<file path="config.mk">
export PLATFORM = sky130hd
export DESIGN_NAME = serial_adder
export DESIGN_NICKNAME = d
export VERILOG_FILES = /design/src/rtl/serial_adder_pkg.sv /design/src/rtl/serial_adder_full_adder_bit.sv /design/src/rtl/serial_adder.sv
export SDC_FILE = /design/constraint.sdc
export NUM_CORES = 1
export LEC_CHECK = 0
export CAP_MARGIN = 20
export CORE_UTILIZATION = 45
export DETAILED_ROUTE_END_ITERATION = 10
export PLACE_DENSITY = 0.7
export SYNTH_ARGS = -nofsm -noshare
export SYNTH_HDL_FRONTEND = slang
export SYNTH_SLANG_ARGS = --single-unit
</file>
<file path="constraint.sdc">
create_clock -name clk -period 2.2 [get_ports clk]
set_input_delay 0.22 -clock clk [delete_from_list [all_inputs] [get_ports clk]]
set_output_delay 0.22 -clock clk [all_outputs]
set_load 0.01 [all_outputs]
</file>
<file path="src/rtl/serial_adder_pkg.sv">
// serial_adder_pkg: shared FSM state encoding and default width for the serial adder
package serial_adder_pkg;
    typedef enum logic [1:0] {IDLE = 2'b00, SHIFT = 2'b01, DONE = 2'b10} state_e;
    localparam int DEFAULT_WIDTH = 8;
endpackage

</file>
<file path="src/rtl/serial_adder_full_adder_bit.sv">
// full_adder_bit: combinational one-bit full adder composed from two half-adder cells
module half_adder (
    input  logic a,
    input  logic b,
    output logic s,
    output logic c
);
    assign s = a ^ b;
    assign c = a & b;
endmodule

module full_adder_bit (
    input  logic a,
    input  logic b,
    input  logic cin,
    output logic s,
    output logic cout
);
    logic s0;
    logic c0;
    logic c1;
    half_adder u_ha0 (.a(a),  .b(b),   .s(s0), .c(c0));
    half_adder u_ha1 (.a(s0), .b(cin), .s(s),  .c(c1));
    assign cout = c0 | c1;
endmodule

</file>
<file path="src/rtl/serial_adder.sv">
// serial_adder: bit-serial WIDTH-bit adder, LSB first, with start/busy/done handshake
module serial_adder
    import serial_adder_pkg::*;
#(
    parameter int WIDTH = DEFAULT_WIDTH
) (
    input  logic             clk,
    input  logic             rst_n,
    input  logic             start,
    input  logic [WIDTH-1:0] a,
    input  logic [WIDTH-1:0] b,
    input  logic             cin,
    output logic             busy,
    output logic             done,
    output logic [WIDTH-1:0] sum,
    output logic             cout
);
    localparam int CW = (WIDTH > 1) ? $clog2(WIDTH) : 1;

    state_e           state_q, state_d;
    logic [WIDTH-1:0] sha_q, sha_d;
    logic [WIDTH-1:0] shb_q, shb_d;
    logic [WIDTH-1:0] ps_q, ps_d;
    logic [WIDTH-1:0] sum_q, sum_d;
    logic [CW-1:0]    cnt_q, cnt_d;
    logic             carry_q, carry_d;
    logic             cout_q, cout_d;
    logic             busy_q, busy_d;
    logic             done_q, done_d;
    logic             fa_s;
    logic             fa_c;
    logic [WIDTH:0]   ps_ext;

    full_adder_bit u_fa (.a(sha_q[0]), .b(shb_q[0]), .cin(carry_q), .s(fa_s), .cout(fa_c));

    // Widened concat keeps the shift-in legal for WIDTH=1
    assign ps_ext = {fa_s, ps_q};

    always_comb begin
        state_d = state_q;
        sha_d   = sha_q;
        shb_d   = shb_q;
        ps_d    = ps_q;
        sum_d   = sum_q;
        cnt_d   = cnt_q;
        carry_d = carry_q;
        cout_d  = cout_q;
        busy_d  = busy_q;
        done_d  = done_q;
        case (state_q)
            IDLE: begin
                if (start) begin
                    sha_d   = a;
                    shb_d   = b;
                    carry_d = cin;
                    cnt_d   = '0;
                    busy_d  = 1'b1;
                    state_d = SHIFT;
                end
            end
            SHIFT: begin
                sha_d   = sha_q >> 1;
                shb_d   = shb_q >> 1;
                ps_d    = ps_ext[WIDTH:1];
                carry_d = fa_c;
                cnt_d   = cnt_q + 1'b1;
                if (cnt_q == CW'(WIDTH - 1)) begin
                    sum_d   = ps_ext[WIDTH:1];
                    cout_d  = fa_c;
                    busy_d  = 1'b0;
                    done_d  = 1'b1;
                    state_d = DONE;
                end
            end
            DONE: begin
                done_d  = 1'b0;
                state_d = IDLE;
            end
            default: begin
                busy_d  = 1'b0;
                done_d  = 1'b0;
                state_d = IDLE;
            end
        endcase
    end

    always_ff @(posedge clk or negedge rst_n) begin
        if (!rst_n) begin
            state_q <= IDLE;
            sha_q   <= '0;
            shb_q   <= '0;
            ps_q    <= '0;
            sum_q   <= '0;
            cnt_q   <= '0;
            carry_q <= 1'b0;
            cout_q  <= 1'b0;
            busy_q  <= 1'b0;
            done_q  <= 1'b0;
        end else begin
            state_q <= state_d;
            sha_q   <= sha_d;
            shb_q   <= shb_d;
            ps_q    <= ps_d;
            sum_q   <= sum_d;
            cnt_q   <= cnt_d;
            carry_q <= carry_d;
            cout_q  <= cout_d;
            busy_q  <= busy_d;
            done_q  <= done_d;
        end
    end

    assign busy = busy_q;
    assign done = done_q;
    assign sum  = sum_q;
    assign cout = cout_q;
endmodule
</file>
==> impl_metrics.ini, run 1 <==
[yosys]
synth.area.top_cells = dfrtp_1 58%, o221a_2 7.9%, mux2_2 5.9%
yosysMostFrequentCell = dfrtp_1
synth_area_per_cell_um2 = 11.8
synthFlopType = dfrtp_1
synth_cell_type_count = 24
async_flop_share = 1.00
synthAdderAreaFrac = 0.0263
synth_xor_area_frac = 0
netlist.area_leader.share = 0.584
synth_edf_count = 0
synth-seq-cells = 40
synthMuxAreaShare = 0.0592
syn_inst = 145
synth_fp_nets = 168
ys_seq_area_frac = 0.584
synthSimpleGateAreaFrac = 0.159
synth_compound_area_frac = 0.141
yosys-top-cells-count = 40 x dfrtp_1, 24 x nand2_1, 12 x nand3b_1, 12 x o221a_2
synth_top_family_by_area = simple AND/OR/NAND/NOR gates
synthesis.area_um2 = 1710
synth_top_area_cell = dfrtp_1
synth_warnings = 0

[setup_path]
cp-start-kind = register
arrival_ps = 1660
endpoint_kind = register
path_buf_inv = 0
path_common_cell = ha_1
reg2reg_slack_ps = 720
path_class = register to register
cpMaxStageDelayCell = dfrtp_1
cp.required_ps = 2380
cpLargestDelayFamily = adder cells
worst-path-max-fanout = 10
cpPeakStageDelay_ps = 400
cp_cell_sequence = ha_1 > ha_1 > nand2_4 > mux2_2

[cells_and_area]
multi_input_area_um2 = 659
regArea_um2 = 1000
antenna_cells = 0
syn2layout_area_growth_pct = 27.7
drive_gt1_frac = 0.207
fin_area_um2 = 2190
fin_cells = 227
fin_util = 0.597
fin_nets = 201
fillers = 315

[routing]
antenna_left = 0
drtPass1Iterations = 4
route.detailed.drc = 0
wirelength_mm = 3.27
viasPerCell = 5.34
drtIter0Drc = 55
vias = 1213
routedWlPerCell_um = 14.4

[sta]
finalHoldViolations = 0
slew_violations = 0
maxSlewHeadroom = 0.421
worst_pin_slew_ps = 868
final.setup.tns_ps = 0
setup_viol = 0
maxClockFrequency_ghz = 0.674
fin_hold_ws_ps = 40.0
period_share = 0.675
skew_ps = 5.05
rsz0062_at_grt = no
finalCriticalPeriod_ps = 1480

[clocking]
clockBufferDepth = 2
cts-hold-fix-buffers = 0
clk_pin_slew_ps = 70
clk_latency_ps = 290
cts_setup_buffers = 0
cts_made_buffers = 5
htree_levels = 2
cts_resized = 0
cts_tree = yes
cts_sinks = 40
cts_root_buf = clkbuf_8

[placed_design]
post_dp_cell_area_um2 = 2060
dp.final_hpwl_mm = 2.25
io_buffers = 30
dp.cells = 219
gp_congestion = 0.770

[die]
rows = 22
dieArea_um2 = 4060
die_h_um = 63.7
core-area_um2 = 3660
die_width_um = 63.7
start_util = 0.468
io_pins = 31

[grt]
grt_start_max_net_pins = 41
grt_pass1_vias = 1304
grt_pass1_wl_mm = 6.00
track_usage = 0.199
antenna_found_initial = 0
gr-total-overflow = 0

[run_status]
status = complete, no violations

[power_and_ir_drop]
irDropWorstVdd_v = 0.000534
power_density_nw_per_um2 = 1400
p_leak_nw = 0.964

[flow_run]
drv_cap = 0

[min_path]
hold_path.class = primary input to async pin
==> through the flow <==
step	worst slack, ps	power, mW
6_report	716	3.05
5_1_grt	599	3.30
4_1_cts	706	3.09
3_5_place_dp	535	2.44
3_3_place_gp	595	2.36
2_1_floorplan	834	2.01
==> sequential cells by signal, summed over array words and instances (netlist names) <==
signal	count
carry_q	1
shb_q	8
state_q	2
cnt_q	3
busy	1
sum	8
ps_q	7
cout	1
sha_q	8
done	1
==> cells in the final DEF, fill, tap and decap left out, types with 2 or more instances in the layout <==
cell and n:
nand2_1 24, nor2_1 9, clkbuf_8 7, nand3b_1 12, a21oi_1 2, nor2b_1 2, o221a_2 12, o21ai_0 5
a22o_1 2, clkdlybuf4s50_1 29, nand2b_1 3, nor3_1 3, ha_1 2, dfrtp_1 40, buf_4 5, mux2_2 9
inv_1 2, a211oi_1 3
==> area by class of cell <==
type,count,area share
sequential,40,0.458
multi-input combinational,94,0.301
timing repair buffer,35,0.152
clock buffer,7,0.0441
tap,48,0.0275
clock inverter,1,0.0137
inverter,2,0.00343
==> cell families after synthesis <==
logic type | after synthesis
simple gates | 54
flops | 40
compound gates | 28
buf+inv | 11
mux | 9
fa+ha+maj | 3
==> routing by layer <==
metal	global-route usage	vias up	routed length (um)
met2	0.314	26	1560
met4	0.119	0	104
met3	0.0380	10	97
met5	0	-	0
met1	0.253	599	1510
li1	-	578	-
==> power breakdown <==
part           switching, mW  total [mW]  internal [mW]
logic                  0.511        1.13          0.623
registers              0.202        1.28           1.07
clock network          0.243       0.643          0.400
total                  0.956        3.05           2.10
==> path summary, 6_finish.rpt <==
path	from	to	cells after the start
min in group clk	a[7]	sha_q[7]$_DFFE_PN0P_	3
setup reg to reg	cnt_q[0]$_DFFE_PN0P_	sum[6]$_DFFE_PN0P_	4
hold / removal	rst_n	sha_q[2]$_DFFE_PN0P_	1
hold reg to reg	ps_q[4]$_DFFE_PN0P_	ps_q[3]$_DFFE_PN0P_	2
setup / recovery	cnt_q[0]$_DFFE_PN0P_	sum[6]$_DFFE_PN0P_	4
max in group asynchronous	rst_n	sha_q[4]$_DFFE_PN0P_	1
Note: power is estimated with default switching activity, not from simulation.
==> run 2: changes to the inputs <==
clock period = 1.4 ns   (was 2.2 ns; I/O delays follow)
==> impl_metrics.ini, run 2 (same netlist as run 1, synthesis figures left out) <==
[sta]
skew_ps = 6.78
worst_pin_slew_ps = 456
maxSlewHeadroom = 0.696
slew_violations = 0
final.setup.tns_ps = 0
setup_viol = 0
maxClockFrequency_ghz = 0.748
finalCriticalPeriod_ps = 1340
finalHoldViolations = 0
rsz0062_at_grt = no
period_share = 0.955
finalWorstSetupSlack_ps = 63.5

[placed_design]
dp_slack_ps = -39.6
dp.final_hpwl_mm = 2.35
io_buffers = 30
gp_congestion = 0.734
post_dp_cell_area_um2 = 2120

[grt]
grt_start_max_net_pins = 23
track_usage = 0.204
grt_pass1_vias = 1264
grt_pass1_wl_mm = 6.09
antenna_found_initial = 0
gr-total-overflow = 0

[die]
io_pins = 31
rows = 22
dieArea_um2 = 4060
core-area_um2 = 3660
die_width_um = 63.7
die_h_um = 63.7
start_util = 0.468

[flow_run]
drv_cap = 0

[min_path]
hold_path.class = primary input to async pin

[setup_path]
endpoint_kind = register
path_class = register to register
worstSetupStartpoint = cnt_q[0]$_DFFE_PN0P_
worst-path-max-fanout = 5
cp.required_ps = 1580
cp-start-kind = register
arrival_ps = 1510
timing.rr.start = cnt_q[0]$_DFFE_PN0P_

[clocking]
clk_pin_slew_ps = 70
clk_latency_ps = 290
cts_tree = yes
htree_levels = 2
cts_made_buffers = 5
clockBufferDepth = 2
cts_sinks = 40
cts_root_buf = clkbuf_8

[routing]
viasPerCell = 5.43
vias = 1292
drtIter0Drc = 89
drtPass1Iterations = 4
route.detailed.drc = 0
routedWlPerCell_um = 14.5
antenna_left = 0
wirelength_mm = 3.46

[power_and_ir_drop]
power.total_mw = 4.79
irDropWorstVdd_v = 0.000883
p_leak_nw = 1.02
power_density_nw_per_um2 = 2090

[cells_and_area]
drive_gt1_frac = 0.263
antenna_cells = 0
syn2layout_area_growth_pct = 33.6
fin_util = 0.625
fin_nets = 212
fin_area_um2 = 2290
final_common_cell = dfrtp_1
final_cell_mix = 39 x dfrtp_1, 29 x clkdlybuf4s50_1, 24 x nand2_1

[run_status]
status = complete, no violations
## run 2: metrics by stage
stage / hold WS, ps / std cells
finish: 328 / 238
global route: 365 / 238
CTS: 341 / 237
detailed placement: 109 / 225
global placement: 102 / 225
floorplan: -156 / 145
## run 2: power by group
group	internal [mW]	switching, mW	total, mW
combinational	1.13	0.840	1.97
clock	0.402	0.371	0.772
sequential	1.69	0.353	2.04
## run 2: worst max-delay path, stage by stage (launching register included)
cell,delay (ps)
dfrtp_1,390
ha_2,210
ha_4,180
nand2_4,100
mux2_2,340
## run 2: timing repair
action	in CTS	in global routing
setup endpoints to repair	10	12
endpoints found under the hold margin	18	0
resized for setup	4	5
cloned	1	0
setup buffers	2	1
hold buffers	1	0
## run 2: cell type report
class	count	area, um2
multi-input cells	95	706
clock buffers	8	90.1
fillers	308	1370
inverters	2	7.51
repair buffers	45	423
flip-flops and latches	40	1000
well taps	48	60.1
## run 2: final timing paths
check / endpoint / slack [ps] / depth (start not counted)
max in group asynchronous: state_q[1]$_DFFE_PN0P_ / 590 / 3
min in group clk: sha_q[7]$_DFFE_PN0P_ / 410 / 3
setup reg to reg: sum[2]$_DFFE_PN0P_ / 60 / 4
hold reg to reg: ps_q[2]$_DFFE_PN0P_ / 500 / 2
setup / recovery: sum[2]$_DFFE_PN0P_ / 60 / 4
hold / removal: shb_q[0]$_DFFE_PN0P_ / 330 / 2
## run 2: metal layers
layer	routed length [um]	global-route usage
met1	1600	0.273
met2	1620	0.301
met3	160	0.0616
met4	72	0.0938
met5	0	0
